==> config.mk <==
export PLATFORM = sky130hd
export DESIGN_NAME = imem_loader
export DESIGN_NICKNAME = d
export VERILOG_FILES = /design/src/rtl/imem_loader_pkg.sv /design/src/rtl/imem_loader_byte_packer.sv /design/src/rtl/imem_loader.sv
export SDC_FILE = /design/constraint.sdc
export NUM_CORES = 1
export LEC_CHECK = 0
export BUFFER_PORTS_ARGS = -buffer_cell sky130_fd_sc_hd__buf_4
export CAP_MARGIN = 25
export CORE_MARGIN = 5
export CORE_UTILIZATION = 30
export CTS_BUF_LIST = sky130_fd_sc_hd__clkbuf_8 sky130_fd_sc_hd__clkbuf_16
export DETAILED_ROUTE_END_ITERATION = 12
export HOLD_SLACK_MARGIN = 0.15
export PLACE_DENSITY = 0.58
export SYNTH_ARGS = -nofsm -noshare
export SYNTH_HDL_FRONTEND = slang
export SYNTH_HIERARCHICAL = 1
export SYNTH_SLANG_ARGS = --single-unit
==> constraint.sdc <==
create_clock -name clk -period 4.42 [get_ports clk]
set_input_delay 0.442 -clock clk [delete_from_list [all_inputs] [get_ports clk]]
set_output_delay 0.442 -clock clk [all_outputs]
set_load 0.1 [all_outputs]
==> src/rtl/imem_loader_pkg.sv <==
// Shared state encoding, sizes and RAM control levels for the instruction-memory loader.
package imem_loader_pkg;

    typedef enum logic [1:0] {
        ST_IDLE  = 2'd0,
        ST_LOAD  = 2'd1,
        ST_WRITE = 2'd2,
        ST_DONE  = 2'd3
    } state_t;

    localparam int IMEM_WORDS = 2048;
    localparam int LEN_W      = 12;
    localparam int BYTE_W     = 8;
    localparam int LANES      = 4;

    // The RAM2Kx32 controls are all active-low.
    localparam logic RAM_ACTIVE = 1'b0;
    localparam logic RAM_IDLE   = 1'b1;

    function automatic logic [LEN_W-1:0] clamp_len(input logic [LEN_W-1:0] len);
        return (len > LEN_W'(IMEM_WORDS)) ? LEN_W'(IMEM_WORDS) : len;
    endfunction

endpackage

==> src/rtl/imem_loader_byte_packer.sv <==
// Collects accepted host bytes into one word; word already includes the byte
// accepted this cycle so the loader can register it on the 4th byte.
module imem_byte_packer
    import imem_loader_pkg::*;
#(
    parameter int DATA_W        = 32,
    parameter bit LITTLE_ENDIAN = 1'b1
) (
    input  logic              clk,
    input  logic              rst,
    input  logic              clear,
    input  logic              accept,
    input  logic [BYTE_W-1:0] in_byte,
    output logic [DATA_W-1:0] word,
    output logic              word_valid
);

    logic [1:0]        byte_cnt;
    logic [DATA_W-1:0] lanes;

    // Little-endian shifts new bytes in from the top so the first byte ends
    // in bits[7:0]; big-endian shifts in from the bottom.
    assign word = LITTLE_ENDIAN ? {in_byte, lanes[DATA_W-1:BYTE_W]}
                                : {lanes[DATA_W-BYTE_W-1:0], in_byte};

    assign word_valid = accept && (byte_cnt == 2'(LANES - 1));

    always_ff @(posedge clk or posedge rst) begin
        // NOTE: registers take non-blocking assignments so every flop samples
        // pre-edge values regardless of block ordering.
        if (rst) begin
            byte_cnt <= '0;
            lanes    <= '0;
        end else if (clear) begin
            byte_cnt <= '0;
        end else if (accept) begin
            byte_cnt <= byte_cnt + 2'd1;
            lanes    <= word;
        end
    end

endmodule

==> src/rtl/imem_loader.sv <==
// Fills the RAM2Kx32 instruction memory from a host byte stream, one word per
// four accepted bytes, starting at BASE_ADDR.
module imem_loader
    import imem_loader_pkg::*;
#(
    parameter int ADDR_W        = 11,
    parameter int DATA_W        = 32,
    parameter int BASE_ADDR     = 0,
    parameter bit LITTLE_ENDIAN = 1'b1
) (
    input  logic              clk,
    input  logic              rst,
    input  logic              start,
    input  logic [LEN_W-1:0]  len,
    input  logic              in_valid,
    input  logic [BYTE_W-1:0] in_byte,
    output logic              in_ready,
    output logic              busy,
    output logic              done,
    output logic [31:0]       checksum,
    output logic              im_cen,
    output logic              im_wen,
    output logic              im_oen,
    output logic [ADDR_W-1:0] im_addr,
    output logic [DATA_W-1:0] im_datain
);

    localparam logic [ADDR_W-1:0] BASE = ADDR_W'(BASE_ADDR);

    state_t            state;
    logic [LEN_W-1:0]  len_latched;
    logic [LEN_W-1:0]  word_idx;
    logic              accept;
    logic              pack_clear;
    logic              word_valid;
    logic [DATA_W-1:0] word;

    // in_ready is only ever high in LOAD, so accept implies LOAD.
    assign accept     = in_valid && in_ready;
    assign pack_clear = start && ((state == ST_IDLE) || (state == ST_DONE));
    assign im_oen     = RAM_IDLE;

    imem_byte_packer #(
        .DATA_W        (DATA_W),
        .LITTLE_ENDIAN (LITTLE_ENDIAN)
    ) u_packer (
        .clk        (clk),
        .rst        (rst),
        .clear      (pack_clear),
        .accept     (accept),
        .in_byte    (in_byte),
        .word       (word),
        .word_valid (word_valid)
    );

    always_ff @(posedge clk or posedge rst) begin
        if (rst) begin
            state       <= ST_IDLE;
            in_ready    <= 1'b0;
            busy        <= 1'b0;
            done        <= 1'b0;
            checksum    <= '0;
            im_cen      <= RAM_IDLE;
            im_wen      <= RAM_IDLE;
            im_addr     <= '0;
            im_datain   <= '0;
            len_latched <= '0;
            word_idx    <= '0;
        end else begin
            case (state)
                ST_IDLE, ST_DONE: begin
                    if (start) begin
                        checksum <= '0;
                        if (len == '0) begin
                            done  <= 1'b1;
                            state <= ST_DONE;
                        end else begin
                            len_latched <= clamp_len(len);
                            word_idx    <= '0;
                            done        <= 1'b0;
                            busy        <= 1'b1;
                            in_ready    <= 1'b1;
                            state       <= ST_LOAD;
                        end
                    end
                end
                ST_LOAD: begin
                    // Strobes and data are set up here so they are live for
                    // exactly the one WRITE cycle.
                    if (word_valid) begin
                        in_ready  <= 1'b0;
                        im_cen    <= RAM_ACTIVE;
                        im_wen    <= RAM_ACTIVE;
                        im_addr   <= BASE + ADDR_W'(word_idx);
                        im_datain <= word;
                        state     <= ST_WRITE;
                    end
                end
                ST_WRITE: begin
                    im_cen   <= RAM_IDLE;
                    im_wen   <= RAM_IDLE;
                    checksum <= checksum ^ im_datain;
                    if (word_idx == len_latched - 12'd1) begin
                        done  <= 1'b1;
                        busy  <= 1'b0;
                        state <= ST_DONE;
                    end else begin
                        word_idx <= word_idx + 12'd1;
                        in_ready <= 1'b1;
                        state    <= ST_LOAD;
                    end
                end
                default: state <= ST_IDLE;
            endcase
        end
    end

endmodule

==> results.rst <==
.. list-table::
   :header-rows: 1

   * - Metric
     - Value
   * - Root buf cell
     - clkbuf_16
   * - Run status
     - complete, no violations
   * - Site Rows
     - 52
   * - Netlist area before placement
     - 6200 um2
   * - Setup Buffers After CTS
     - 0
   * - Via density per instance
     - 4.69
   * - GRT Residual Overflow
     - 0
   * - IO Pins
     - 105
   * - Start point of the critical path
     - len_latched[0]$_DFFE_PP0P_
   * - Starting density of the core
     - 30.5%
   * - Startpoint type of the worst setup path
     - register
   * - First DRT Iteration DRCs
     - 250
   * - Detailed Route WL
     - 15,000 um
   * - Clock-pin slew on the worst setup and hold paths
     - 60 ps
   * - Port-buffer cells
     - 103
   * - DR WL/cell
     - 16.3 um
   * - Antenna diodes
     - 0
   * - Top flip-flop cell by instance count after synthesis
     - dfrtp_1
   * - Area growth from synthesis to layout
     - 26.9%
   * - Height of the die
     - 154 um
   * - Post-cts sizing count
     - 0
   * - Most common cell after layout, fill and taps aside
     - dfrtp_1
   * - Drt first pass iters
     - 5
   * - Maximum number of pins on one net before global-route repair
     - 79
   * - Combined area of the multi-input logic cells
     - 2660 um2
   * - Detailed route wirelength on metal2
     - 7240 um
   * - Maximum clock skew at final layout
     - 12.3 ps
   * - Post-route clock period utilization
     - 78.5%
   * - Max-cap violations
     - 0
   * - Antenna violations before repair
     - 0
   * - Syn avg cell area
     - 11.5 um2
   * - Worst setup slack after placement
     - 945 ps
   * - CTS Hold Buffers Added
     - 1
   * - Total of warnings raised by yosys
     - 6
   * - Number of global-route vias before repair
     - 4,497
   * - Sum Neg Setup Slack
     - 0 ps
   * - Arr. time, crit path
     - 3800 ps
   * - Floorplan die width
     - 154 um
   * - Worst path setup slack after routing
     - 950 ps
   * - Startpoint of the most critical hold path
     - in_byte[5]
   * - Number of standard cells after synthesis
     - 537
   * - Filler Cell Count
     - 2,017
   * - Number of hold violations in the final report
     - 0
   * - Largest fanout on the critical path
     - 18
   * - Total routing usage reported by global routing
     - 12.9%
   * - Post-synthesis async set-or-reset flop share
     - 100%
   * - Startpoint of the worst register-to-register path
     - len_latched[0]$_DFFE_PP0P_
   * - Post-layout net count
     - 668
   * - Highest Clock Rate
     - 288 MHz
   * - Number of enable-type register cells in the synthesized netlist
     - 0
   * - H-Tree Depth
     - 4
   * - Post-detailed-route DRC marker count
     - 0
   * - Worst EP required
     - 4750 ps
   * - Number of nets produced by synthesis
     - 567
   * - Clock tree from TritonCTS
     - yes
   * - Via count
     - 4,311
   * - Slowest stage delay, CP
     - 860 ps
   * - Floorplan core area
     - 20,300 um2
   * - HPWL after DPL
     - 10,700 um
   * - ANT nets after route
     - 0
   * - Number of buffers added by the clock tree synthesis step
     - 17
   * - Global-route wire length before repair
     - 24,500 um
   * - Maximum buffer depth of the clock tree
     - 2
   * - Clk Latency, worst-skew pair
     - 420 ps
   * - Post-synthesis sequential area ratio
     - 52.9%
   * - Cell Chain, Critical Path
     - inv_1, ha_1, or3b_2, or4_4, a21oi_4, o211ai_2, a2111oi_4, buf_4, o21ai_2, a21oi_1
   * - Max_slew headroom
     - 35.0%
   * - Routed wl met3
     - 927 um
   * - Min-Delay Path Class
     - input port to register
   * - Highest-count cells in the layout ignoring fill and taps
     - dfrtp_1, buf_4, nand2_1
   * - Clock sinks
     - 131
   * - Number of synthesized register bits
     - 131
   * - Area of the die
     - 23,600 um2
   * - Highest metal layer with signal wires
     - met4
   * - Count of final max-slew check failures
     - 0
   * - CP max stage cell
     - a2111oi_4
   * - RSZ-0062 raised after global routing
     - false
   * - Least-Margin Pin Slew
     - 974 ps
   * - Routability-driven placement congestion ratio
     - 0.847
   * - Post-Route M1 WL
     - 6640 um
   * - Area used by sequential logic in the layout
     - 3280 um2
   * - Critical Path Sink Type
     - register
   * - Fraction of final layout cells sized beyond drive strength 1
     - 35.8%
   * - Distinct cell type count after synthesis
     - 56
   * - Setup violations, final
     - 0
   * - Path type of the worst setup path
     - register to register
   * - Final critical delay including setup and external delays
     - 3470 ps
## layer usage
| metal | global-route usage, % | vias up |
|---|---|---|
| met5 | 0 | - |
| met3 | 3.88 | 22 |
| li1 | - | 2021 |
| met1 | 16.6 | 2142 |
| met4 | 4.21 | 0 |
| met2 | 20.9 | 126 |
## registers in the layout (all words and copies together), names as in the netlist, 2 cells and up
| signal | cells |
|---|---|
| checksum | 32 |
| im_addr | 11 |
| im_datain | 32 |
| len_latched | 12 |
| state | 2 |
| u_packer/byte_cnt | 2 |
| u_packer/lanes | 24 |
| word_idx | 12 |
## cells by family (layout without fill, tap and decap cells)
kind of cell | Yosys count | after routing | share of synthesized area, %
muxes | 71 | 71 | 14.0
buffers and inverters | 45 | 158 | 4.50
AOI/OAI and AO/OA | 56 | 56 | 6.74
and+or+nand+nor | 182 | 182 | 14.2
xor gates and xnor gates | 45 | 45 | 6.36
DFF | 131 | 131 | 52.9
other | 1 | 1 | 0.0605
adders and majority gates | 6 | 6 | 1.21
## worst max-delay path: cells and delay by family (launching register included)
family	cells	cell delay, ps
fa+ha+maj	1	300
simple gates	2	960
compound gates	5	1330
flops	1	460
buf+inv	2	350
## path summary, 6_finish.rpt
path | slack, ps | endpoint | cells after the start
max reg2reg | 950 | word_idx[3]$_DFFE_PP0P_ | 10
min reg2reg | 500 | im_addr[6]$_DFFE_PP0P_ | 2
min in group asynchronous | 590 | checksum[31]$_DFFE_PP0P_ | 3
max | 950 | word_idx[3]$_DFFE_PP0P_ | 10
min | 270 | im_datain[29]$_DFFE_PP0P_ | 2
max in group asynchronous | 2790 | checksum[0]$_DFFE_PP0P_ | 5
## cells in the mapped netlist (8+ instances only)
library cell,number,area (um2)
clkbuf_1,16,60.1
o21ai_0,18,90.1
mux2_2,46,518
nor2_1,45,169
a21oi_1,9,45.0
xnor2_1,9,78.8
nand2_1,67,251
inv_1,12,45.0
xor2_1,36,315
or3_1,10,62.6
mux2_4,20,300
nand4_1,8,50.1
buf_4,10,75.1
dfrtp_1,130,3250
nand2b_1,15,93.8
## stage by stage
| step | instances | utilization [%] | hold slack [ps] | area (um2) |
|---|---|---|---|---|
| finish | 920 | 38.8 | 267 | 7870 |
| global route | 920 | 38.8 | 256 | 7870 |
| CTS | 918 | 38.5 | 249 | 7820 |
| detailed placement | 886 | 35.4 | 487 | 7190 |
| global placement | 884 | 35.2 | 472 | 7150 |
| floorplan | 537 | - | 465 | 6200 |
## layout make-up
class	count	area share, %
multi-input combinational	361	33.8
clock inverter	11	1.91
inverter	12	0.604
sequential	131	41.7
clock buffer	20	5.93
timing repair buffer	115	11.8
tap	270	4.29
Power is left out: the tool's default activity adds up to more than one toggle a clock period on the data nets, which glitch-free logic cannot reach.
